<file path="src/rtl/name_table_if.sv">
// name_table_if: tile command handshake plus name-RAM write port
interface name_table_if #(parameter int ADDR_W = 11, parameter int DATA_W = 8);
  logic cmd_valid;
  logic cmd_ready;
  logic [1:0] cmd_op;
  logic [5:0] cmd_col;
  logic [4:0] cmd_row;
  logic [5:0] cmd_w;
  logic [4:0] cmd_h;
  logic [DATA_W-1:0] cmd_tile;
  logic write_allow;
  logic wr_en;
  logic [ADDR_W-1:0] wr_addr;
  logic [DATA_W-1:0] wr_data;
  logic busy;
  logic done;
  modport master (
    output cmd_valid, cmd_op, cmd_col, cmd_row, cmd_w, cmd_h, cmd_tile, write_allow,
    input cmd_ready, wr_en, wr_addr, wr_data, busy, done
  );
  modport slave (
    input cmd_valid, cmd_op, cmd_col, cmd_row, cmd_w, cmd_h, cmd_tile, write_allow,
    output cmd_ready, wr_en, wr_addr, wr_data, busy, done
  );
endinterface

</file>
<file path="src/rtl/name_table_writer.sv">
// name_table_writer: turns tile commands into one name-RAM write per cycle
module name_table_writer #(
  parameter int COLS = 40,
  parameter int ROWS = 30,
  parameter int ADDR_W = 11,
  parameter int DATA_W = 8
) (
  input logic clk,
  input logic rst,
  name_table_if.slave bus
);
  typedef enum logic [1:0] {IDLE, WRITE, FINISH} state_t;
  localparam logic [6:0] COLS7 = 7'(COLS);
  localparam logic [5:0] ROWS6 = 6'(ROWS);
  state_t state;
  logic [5:0] col0, cur_col, col_end;
  logic [4:0] cur_row, row_end;
  logic [DATA_W-1:0] tile;
  logic [6:0] c7, w7, w_eff;
  logic [5:0] r6, h6, h_eff;
  // effective rectangle of the offered command, clipped to the visible grid
  always_comb begin
    c7 = bus.cmd_op == 2'b10 ? 7'd0 : {1'b0, bus.cmd_col};
    r6 = bus.cmd_op == 2'b10 ? 6'd0 : {1'b0, bus.cmd_row};
    w7 = bus.cmd_op == 2'b00 ? 7'd1 : bus.cmd_op == 2'b01 ? {1'b0, bus.cmd_w} : bus.cmd_op == 2'b10 ? COLS7 : 7'd0;
    h6 = bus.cmd_op == 2'b00 ? 6'd1 : bus.cmd_op == 2'b01 ? {1'b0, bus.cmd_h} : bus.cmd_op == 2'b10 ? ROWS6 : 6'd0;
    w_eff = c7 >= COLS7 ? 7'd0 : w7 > COLS7 - c7 ? COLS7 - c7 : w7;
    h_eff = r6 >= ROWS6 ? 6'd0 : h6 > ROWS6 - r6 ? ROWS6 - r6 : h6;
  end
  // command FSM: latch at accept, walk the rectangle row-major, pulse done
  always_ff @(posedge clk) begin
    if (rst) begin
      state <= IDLE;
      col0 <= '0;
      cur_col <= '0;
      cur_row <= '0;
      col_end <= '0;
      row_end <= '0;
      tile <= '0;
    end else begin
      case (state)
        IDLE: if (bus.cmd_valid) begin
          col0 <= c7[5:0];
          cur_col <= c7[5:0];
          cur_row <= r6[4:0];
          col_end <= c7[5:0] + w_eff[5:0] - 6'd1;
          row_end <= r6[4:0] + h_eff[4:0] - 5'd1;
          tile <= bus.cmd_tile;
          state <= (w_eff == 7'd0 || h_eff == 6'd0) ? FINISH : WRITE;
        end
        WRITE: if (bus.write_allow) begin
          if (cur_col == col_end) begin
            cur_col <= col0;
            if (cur_row == row_end) state <= FINISH;
            else cur_row <= cur_row + 5'd1;
          end else cur_col <= cur_col + 6'd1;
        end
        default: state <= IDLE;
      endcase
    end
  end
  assign bus.cmd_ready = state == IDLE && !rst;
  assign bus.wr_en = state == WRITE && bus.write_allow && !rst;
  assign bus.wr_addr = ADDR_W'({cur_row, cur_col});
  assign bus.wr_data = tile;
  assign bus.busy = state != IDLE && !rst;
  assign bus.done = state == FINISH && !rst;
endmodule

</file>
<file path="src/flat_wrapper.sv">
// flat-port wrapper written by rule: the top's interface ports become plain ports
module name_table_writer_flat 
#(
  parameter int COLS = 40,
  parameter int ROWS = 30,
  parameter int ADDR_W = 11,
  parameter int DATA_W = 8
)
  (clk, rst, bus_cmd_valid, bus_cmd_op, bus_cmd_col, bus_cmd_row, bus_cmd_w, bus_cmd_h, bus_cmd_tile, bus_write_allow, bus_cmd_ready, bus_wr_en, bus_wr_addr, bus_wr_data, bus_busy, bus_done);
  name_table_if #(.ADDR_W(ADDR_W), .DATA_W(DATA_W)) bus_i ();
  input logic clk;
  input logic rst;
  input wire logic [$bits(bus_i.cmd_valid)-1:0] bus_cmd_valid;
  input wire logic [$bits(bus_i.cmd_op)-1:0] bus_cmd_op;
  input wire logic [$bits(bus_i.cmd_col)-1:0] bus_cmd_col;
  input wire logic [$bits(bus_i.cmd_row)-1:0] bus_cmd_row;
  input wire logic [$bits(bus_i.cmd_w)-1:0] bus_cmd_w;
  input wire logic [$bits(bus_i.cmd_h)-1:0] bus_cmd_h;
  input wire logic [$bits(bus_i.cmd_tile)-1:0] bus_cmd_tile;
  input wire logic [$bits(bus_i.write_allow)-1:0] bus_write_allow;
  output wire logic [$bits(bus_i.cmd_ready)-1:0] bus_cmd_ready;
  output wire logic [$bits(bus_i.wr_en)-1:0] bus_wr_en;
  output wire logic [$bits(bus_i.wr_addr)-1:0] bus_wr_addr;
  output wire logic [$bits(bus_i.wr_data)-1:0] bus_wr_data;
  output wire logic [$bits(bus_i.busy)-1:0] bus_busy;
  output wire logic [$bits(bus_i.done)-1:0] bus_done;
  assign bus_i.cmd_valid = bus_cmd_valid;
  assign bus_i.cmd_op = bus_cmd_op;
  assign bus_i.cmd_col = bus_cmd_col;
  assign bus_i.cmd_row = bus_cmd_row;
  assign bus_i.cmd_w = bus_cmd_w;
  assign bus_i.cmd_h = bus_cmd_h;
  assign bus_i.cmd_tile = bus_cmd_tile;
  assign bus_i.write_allow = bus_write_allow;
  assign bus_cmd_ready = bus_i.cmd_ready;
  assign bus_wr_en = bus_i.wr_en;
  assign bus_wr_addr = bus_i.wr_addr;
  assign bus_wr_data = bus_i.wr_data;
  assign bus_busy = bus_i.busy;
  assign bus_done = bus_i.done;
  name_table_writer #(.COLS(COLS), .ROWS(ROWS), .ADDR_W(ADDR_W), .DATA_W(DATA_W)) u_core (.clk(clk), .rst(rst), .bus(bus_i));
endmodule
</file>
<file path="config.mk">
export PLATFORM = sky130hd
export DESIGN_NAME = name_table_writer_flat
export DESIGN_NICKNAME = d
export VERILOG_FILES = /design/src/rtl/name_table_if.sv /design/src/rtl/name_table_writer.sv /design/src/flat_wrapper.sv
export SDC_FILE = /design/constraint.sdc
export NUM_CORES = 1
export LEC_CHECK = 0
export ABC_AREA = 1
export BUFFER_PORTS_ARGS = -buffer_cell sky130_fd_sc_hd__buf_2
export CAP_MARGIN = 40
export CORE_MARGIN = 2
export CORE_UTILIZATION = 45
export DETAILED_ROUTE_END_ITERATION = 7
export GPL_TIMING_DRIVEN = 0
export PLACE_DENSITY_LB_ADDON = 0.1
export SYNTH_ARGS = -nofsm -noshare
export SYNTH_HDL_FRONTEND = slang
export SYNTH_SLANG_ARGS = --single-unit
export TNS_END_PERCENT = 20
</file>
<file path="constraint.sdc">
create_clock -name clk -period 5.1 [get_ports clk]
set_input_delay 0 -clock clk [delete_from_list [all_inputs] [get_ports clk]]
set_output_delay 0 -clock clk [all_outputs]
set_load 0.05 [all_outputs]
</file>
# ---- Word-level counts from Yosys, hierarchy flattened
# Index checks and enable logic that the tools add are counted.
dict set report op_classes {
  add_sub_neg 8
  mul 0
  n_div 0
  magnitude_cmp 4
  n_eq_ne 11
  shift 0
  muxes 27
  n_bitwise 0
  n_reduce_logical 17
}
# operator n
set ops {}
lappend ops {{2-to-1 mux 6 bit} 9}
lappend ops {{2-to-1 mux 5 bit} 6}
lappend ops {{2-to-1 mux 7 bit} 4}
lappend ops {{case mux 6 bit (2 select lines)} 1}
lappend ops {{2-to-1 mux 2 bit} 5}
lappend ops {{case mux 5 bit (2 select lines)} 1}
lappend ops {{>= comparator 7 x 6 -> 1 bit (second input constant)} 1}
lappend ops {{greater-than comparator 7 bit} 1}
lappend ops {{logical NOT 7 bit} 1}
lappend ops {{subtractor 6 x 7 -> 7 bit (first input constant)} 1}
lappend ops {{adder 6 x 1 -> 6 bit (second input constant)} 1}
lappend ops {{adder 6 bit} 1}
lappend ops {{== test 6 bit} 1}
lappend ops {{>= comparator 6 x 5 -> 1 bit (second input constant)} 1}
lappend ops {{greater-than comparator 6 bit} 1}
lappend ops {{logical NOT 6 bit} 1}
lappend ops {{inequality test 2 bit (second input constant)} 3}
lappend ops {{subtractor 5 x 6 -> 6 bit (first input constant)} 1}
lappend ops {{subtractor 6 x 1 -> 6 bit (second input constant)} 1}
lappend ops {{adder 5 x 1 -> 5 bit (second input constant)} 1}
lappend ops {{adder 5 bit} 1}
lappend ops {{== test 5 bit} 1}
lappend ops {{logical AND 1 bit} 5}
lappend ops {{AND reduction 5 bit} 1}
lappend ops {{12 further kinds} 17}
dict set report word_totals {
  regBits 38
  latchBits 0
  mem_bits_rw 0
  mem_bits_ro 0
  inputBits 36
  output_inout_bits 23
  word_cells 74
  n_memories 0
}

# ---- Logic depth before layout (Yosys ltp)
dict set report logic_depth {
  word_depth 12
  depth_mapped 29
  depth_no_buf 29
}

# ---- Least setup slack after synthesis
# OpenSTA, ideal clock, no wires.
dict set report synth_path {
  kind {input port to flip-flop}
  startpoint {input bus_cmd_op[0]}
  endpoint {register u_core.col_end[5]}
  setup_ns 0.115
  arrival_time_ns 3.345
  required_ns 4.985
  setup_slack_ns 1.640
  cell_stages 29
  n_path_buf 1
  path_cell_list {inv_2 nand2_4 buf_8 nand2_1 ha_1 nand2_2 nand2_1 nand2_1 nand2_1 ha_1 nand2_1 nor2_1 nand2_1 a21oi_4 nand2_4 nand2_1 nand3_1 ha_1 inv_1 ha_1 inv_1 fa_1 nor2_1 a211oi_1 xnor2_1 xor2_1 nand2_1 o211ai_1 inv_2}
}
dict set report synth_between {
  elab_chain_len 9
  word_cells_on_any_way 14
  cone_classes {add/sub (3); order compare (2); eq/ne (2); mux (6); reduce/logical (1)}
}
# item line
set synth_rtl {}
lappend synth_rtl {{start: declaration} flat_wrapper.sv:14} ;# input wire logic [$bits(bus_i.cmd_op)-1:0] bus_cmd_op;
lappend synth_rtl {{parallel branches: the longest is 7 deep, another holds subtractor 6 x 7 -> 7 bit} n/a}
lappend synth_rtl {{adder 6 bit (*)} name_table_writer.sv:46} ;# col_end <= c7[5:0] + w_eff[5:0] - 6'd1;
lappend synth_rtl {{subtractor 6 x 1 -> 6 bit (*)} name_table_writer.sv:46}
lappend synth_rtl {{end signal: assignment} name_table_writer.sv:46}
lappend synth_rtl {{end: declaration} name_table_writer.sv:16} ;# logic [5:0] col0, cur_col, col_end;
# Every way passes the cells marked *.
# A chain may end at the register's enable or synchronous reset.

# ---- Worst setup path after layout
# Ends and elaborated chain as after synthesis.

==> flow_metrics.env <==
export IMPL_status="complete, no violations"
export IMPL_synth_top_area_cell="dfxtp_1"
export IMPL_synth_ff_type="dfxtp_1"
export IMPL_cts_sinks=38
export IMPL_gp_congestion=0.914
export IMPL_crit_slowest_cell="fa_1"
export IMPL_timing_slew_headroom_pct=66.3
export IMPL_ios=59
export IMPL_core_sq_um=6790
export IMPL_rr_worst_depth=10
export IMPL_drt_iter0_markers=166
export IMPL_synth_enable_flop_cells=0
export IMPL_fin_skew_ns=0.00576
export IMPL_cts_buffer_depth=2
export IMPL_timing_fmax_mhz=260
export IMPL_syn_to_final_growth_pct=17.8
export IMPL_die_area_sq_um=7710
export IMPL_antenna_found_initial=0
export IMPL_rr_endpoint="u_core.cur_row[1]"
export IMPL_crit_type="in2reg"
export IMPL_grt_pass1_vias=3062
export IMPL_p_per_area_nw_per_um2=410
export IMPL_r2r_setup_slack_ns=3.15
export IMPL_drv_slew=0
export IMPL_async_flop_share_pct=0
export IMPL_hold_path_class="in2reg"
export IMPL_vias=3230
export IMPL_peakVddDrop_mv=0.247
export IMPL_dpl_cell_area_sq_um=3560
export IMPL_rows=30
export IMPL_post_route_min_period_ns=3.84
export IMPL_firstDrtPassIters=5
export IMPL_arrival_ns=4.02
export IMPL_cts_root_buf="clkbuf_8"
export IMPL_port_buffers=57
export IMPL_nNetsFinal=607
export IMPL_path_clk_slew_ns=0.07
export IMPL_cp_common_cell="nand2_1"
export IMPL_yosys_register_bits=38
export IMPL_grt_pass1_wl_um=13600
export IMPL_die_w_um=87.8
export IMPL_ys_seq_area_share_pct=24.1
export IMPL_tightest_slew_ns=0.506
export IMPL_synth_warnings=0
export IMPL_tns_ns=0
export IMPL_place_hpwl_um=6440
export IMPL_cts_max_level=2
export IMPL_critPathCapture="u_core.col_end[5]"
export IMPL_final_cell_mix="83 x nand2_1, 59 x inv_1, 58 x buf_2, 50 x nor2_1, 39 x o21ai_0"
export IMPL_critPathRequiredTime_ns=5.28
export IMPL_end_kind="register"
export IMPL_drc=0
export IMPL_grt_setup_unrepaired="no"
export IMPL_setup_viol=0
export IMPL_drive_gt1_share_pct=18.5
export IMPL_worstPathMaxFanout=10
export IMPL_crit_start="bus_cmd_op[0]"
export IMPL_fin_ws_ns=1.26
export IMPL_start_util_pct=46.5
export IMPL_synth_top_cell_area_share_pct=24.1
export IMPL_n_fill_cell=696
export IMPL_die_height_um=87.8
export IMPL_p_leak_nw=1.96
export IMPL_r2r_start="u_core.cur_col[3]"
export IMPL_final_common_cell="nand2_1"
export IMPL_yosysUniqueCellTypes=39
export IMPL_hold_ws_ns=0.0640
export IMPL_dp_slack_ns=0.928
export IMPL_vias_per_cell=5.08
export IMPL_synthTopCellsByArea="dfxtp_1 24%, ha_1 11%, nand2_1 9.9%, inv_1 7.0%, o21ai_0 6.2%"
export IMPL_synth_nets=535
export IMPL_synth_cells=468
export IMPL_startpoint_type="input pin"
export IMPL_tritoncts="yes"
export IMPL_antennaDiodeCount=0
export IMPL_wl_um=8140
export IMPL_final_cell_area_sq_um=3720
export IMPL_finalCritPeriodShare_pct=75.3
export IMPL_cts_buffers=5
export IMPL_grt_max_degree=11
export IMPL_syn_area_per_cell_sq_um=6.75
export IMPL_synth_cell_area_sq_um=3160
export IMPL_drv_cap=0
export IMPL_worstSkewPairLatency_ns=0.28
export IMPL_finalHoldViolCount=0
export IMPL_utilization_pct=54.8
export IMPL_grt_overflow=0
export IMPL_cpPeakStageDelay_ns=0.41
export IMPL_post_drt_wl_per_cell_um=12.8
export IMPL_grtUsageTotal_pct=22.0
export IMPL_drtAntennaViolNets=0
critical path: cells and delay by family:
kind | cells | cell delay (ns)
compound gates | 3 | 0.42
xor+xnor | 2 | 0.38
fa+ha+maj | 5 | 1.40
buf+inv | 6 | 0.50
simple gates | 14 | 1.31
metrics by stage:
stage	power [mW]	instances
3_5_place_dp	1.33	621
2_1_floorplan	1.12	468
6_report	1.53	636
4_1_cts	1.53	636
5_1_grt	1.67	636
3_3_place_gp	1.32	621
where the power goes:
part / switching, mW / internal [mW] / leakage, nW
Combinational: 0.603 / 0.281 / 1.61
Clock: 0.0997 / 0.0942 / 0.0383
Sequential: 0.0702 / 0.378 / 0.314
flip-flops by register name, indices dropped and copies added (netlist names):
signal and cells:
u_core.bus.wr_data 8, u_core.col0 6, u_core.col_end 6, u_core.cur_col 6
u_core.cur_row 5, u_core.row_end 5, u_core.state 2
synthesized netlist by cell type, types with 3 or more instances:
library cell and number:
o211ai_1 5, inv_2 9, o21ai_0 39, o21ai_1 3, a31oi_1 5, nand2_2 8, xor2_1 15, nor2_1 50
xnor2_1 10, nor2_2 6, nand3_1 34, inv_1 59, clkbuf_1 10, nor3_1 5, dfxtp_1 38, a21oi_1 30
ha_1 29, nand2_1 83
per-layer routing:
metal / GRT usage [%] / part of all wire (%) / up-vias
li1: - / - / 1672
met1: 29.4 / 48 / 1504
met2: 38.3 / 49 / 48
met3: 3.39 / 3.1 / 6
met4: 3.08 / 0.58 / 0
met5: 0 / 0 / -
how the worst min path moves through the flow:
stage | start | to | cells after the start
final | bus_cmd_col[2] | u_core.cur_col[2] | 3
after global routing | bus_cmd_col[2] | u_core.cur_col[2] | 3
after CTS | bus_cmd_col[2] | u_core.cur_col[2] | 3
after detailed placement | bus_cmd_tile[5] | u_core.bus.wr_data[5] | 3
after global placement | bus_cmd_tile[1] | u_core.bus.wr_data[1] | 3
after floorplan | bus_cmd_tile[1] | u_core.bus.wr_data[1] | 2
layout make-up:
class	instances	area (sq um)	area share [%]
timing repair buffer	65	365	9.82
multi-input combinational	349	2080	56.0
tap	96	120	3.23
clock buffer	7	76.3	2.05
inverter	68	255	6.86
buffer	13	61.3	1.65
sequential	38	761	20.4
cell families (layout without fill, tap and decap cells):
logic type	Yosys count	after routing	synth area share (%)
simple gates	198	198	28.5
compound gates	95	95	17.7
buf+inv	81	153	10.0
flops	38	38	24.1
fa+ha+maj	31	31	12.8
xor+xnor	25	25	6.93
what timing repair did:
item,in CTS,in global routing
hold buffers,8,0
buffers inserted,0,0
hold endpoints to repair,8,0
gates resized for setup,0,0
(Power assumes the default switching activity.)
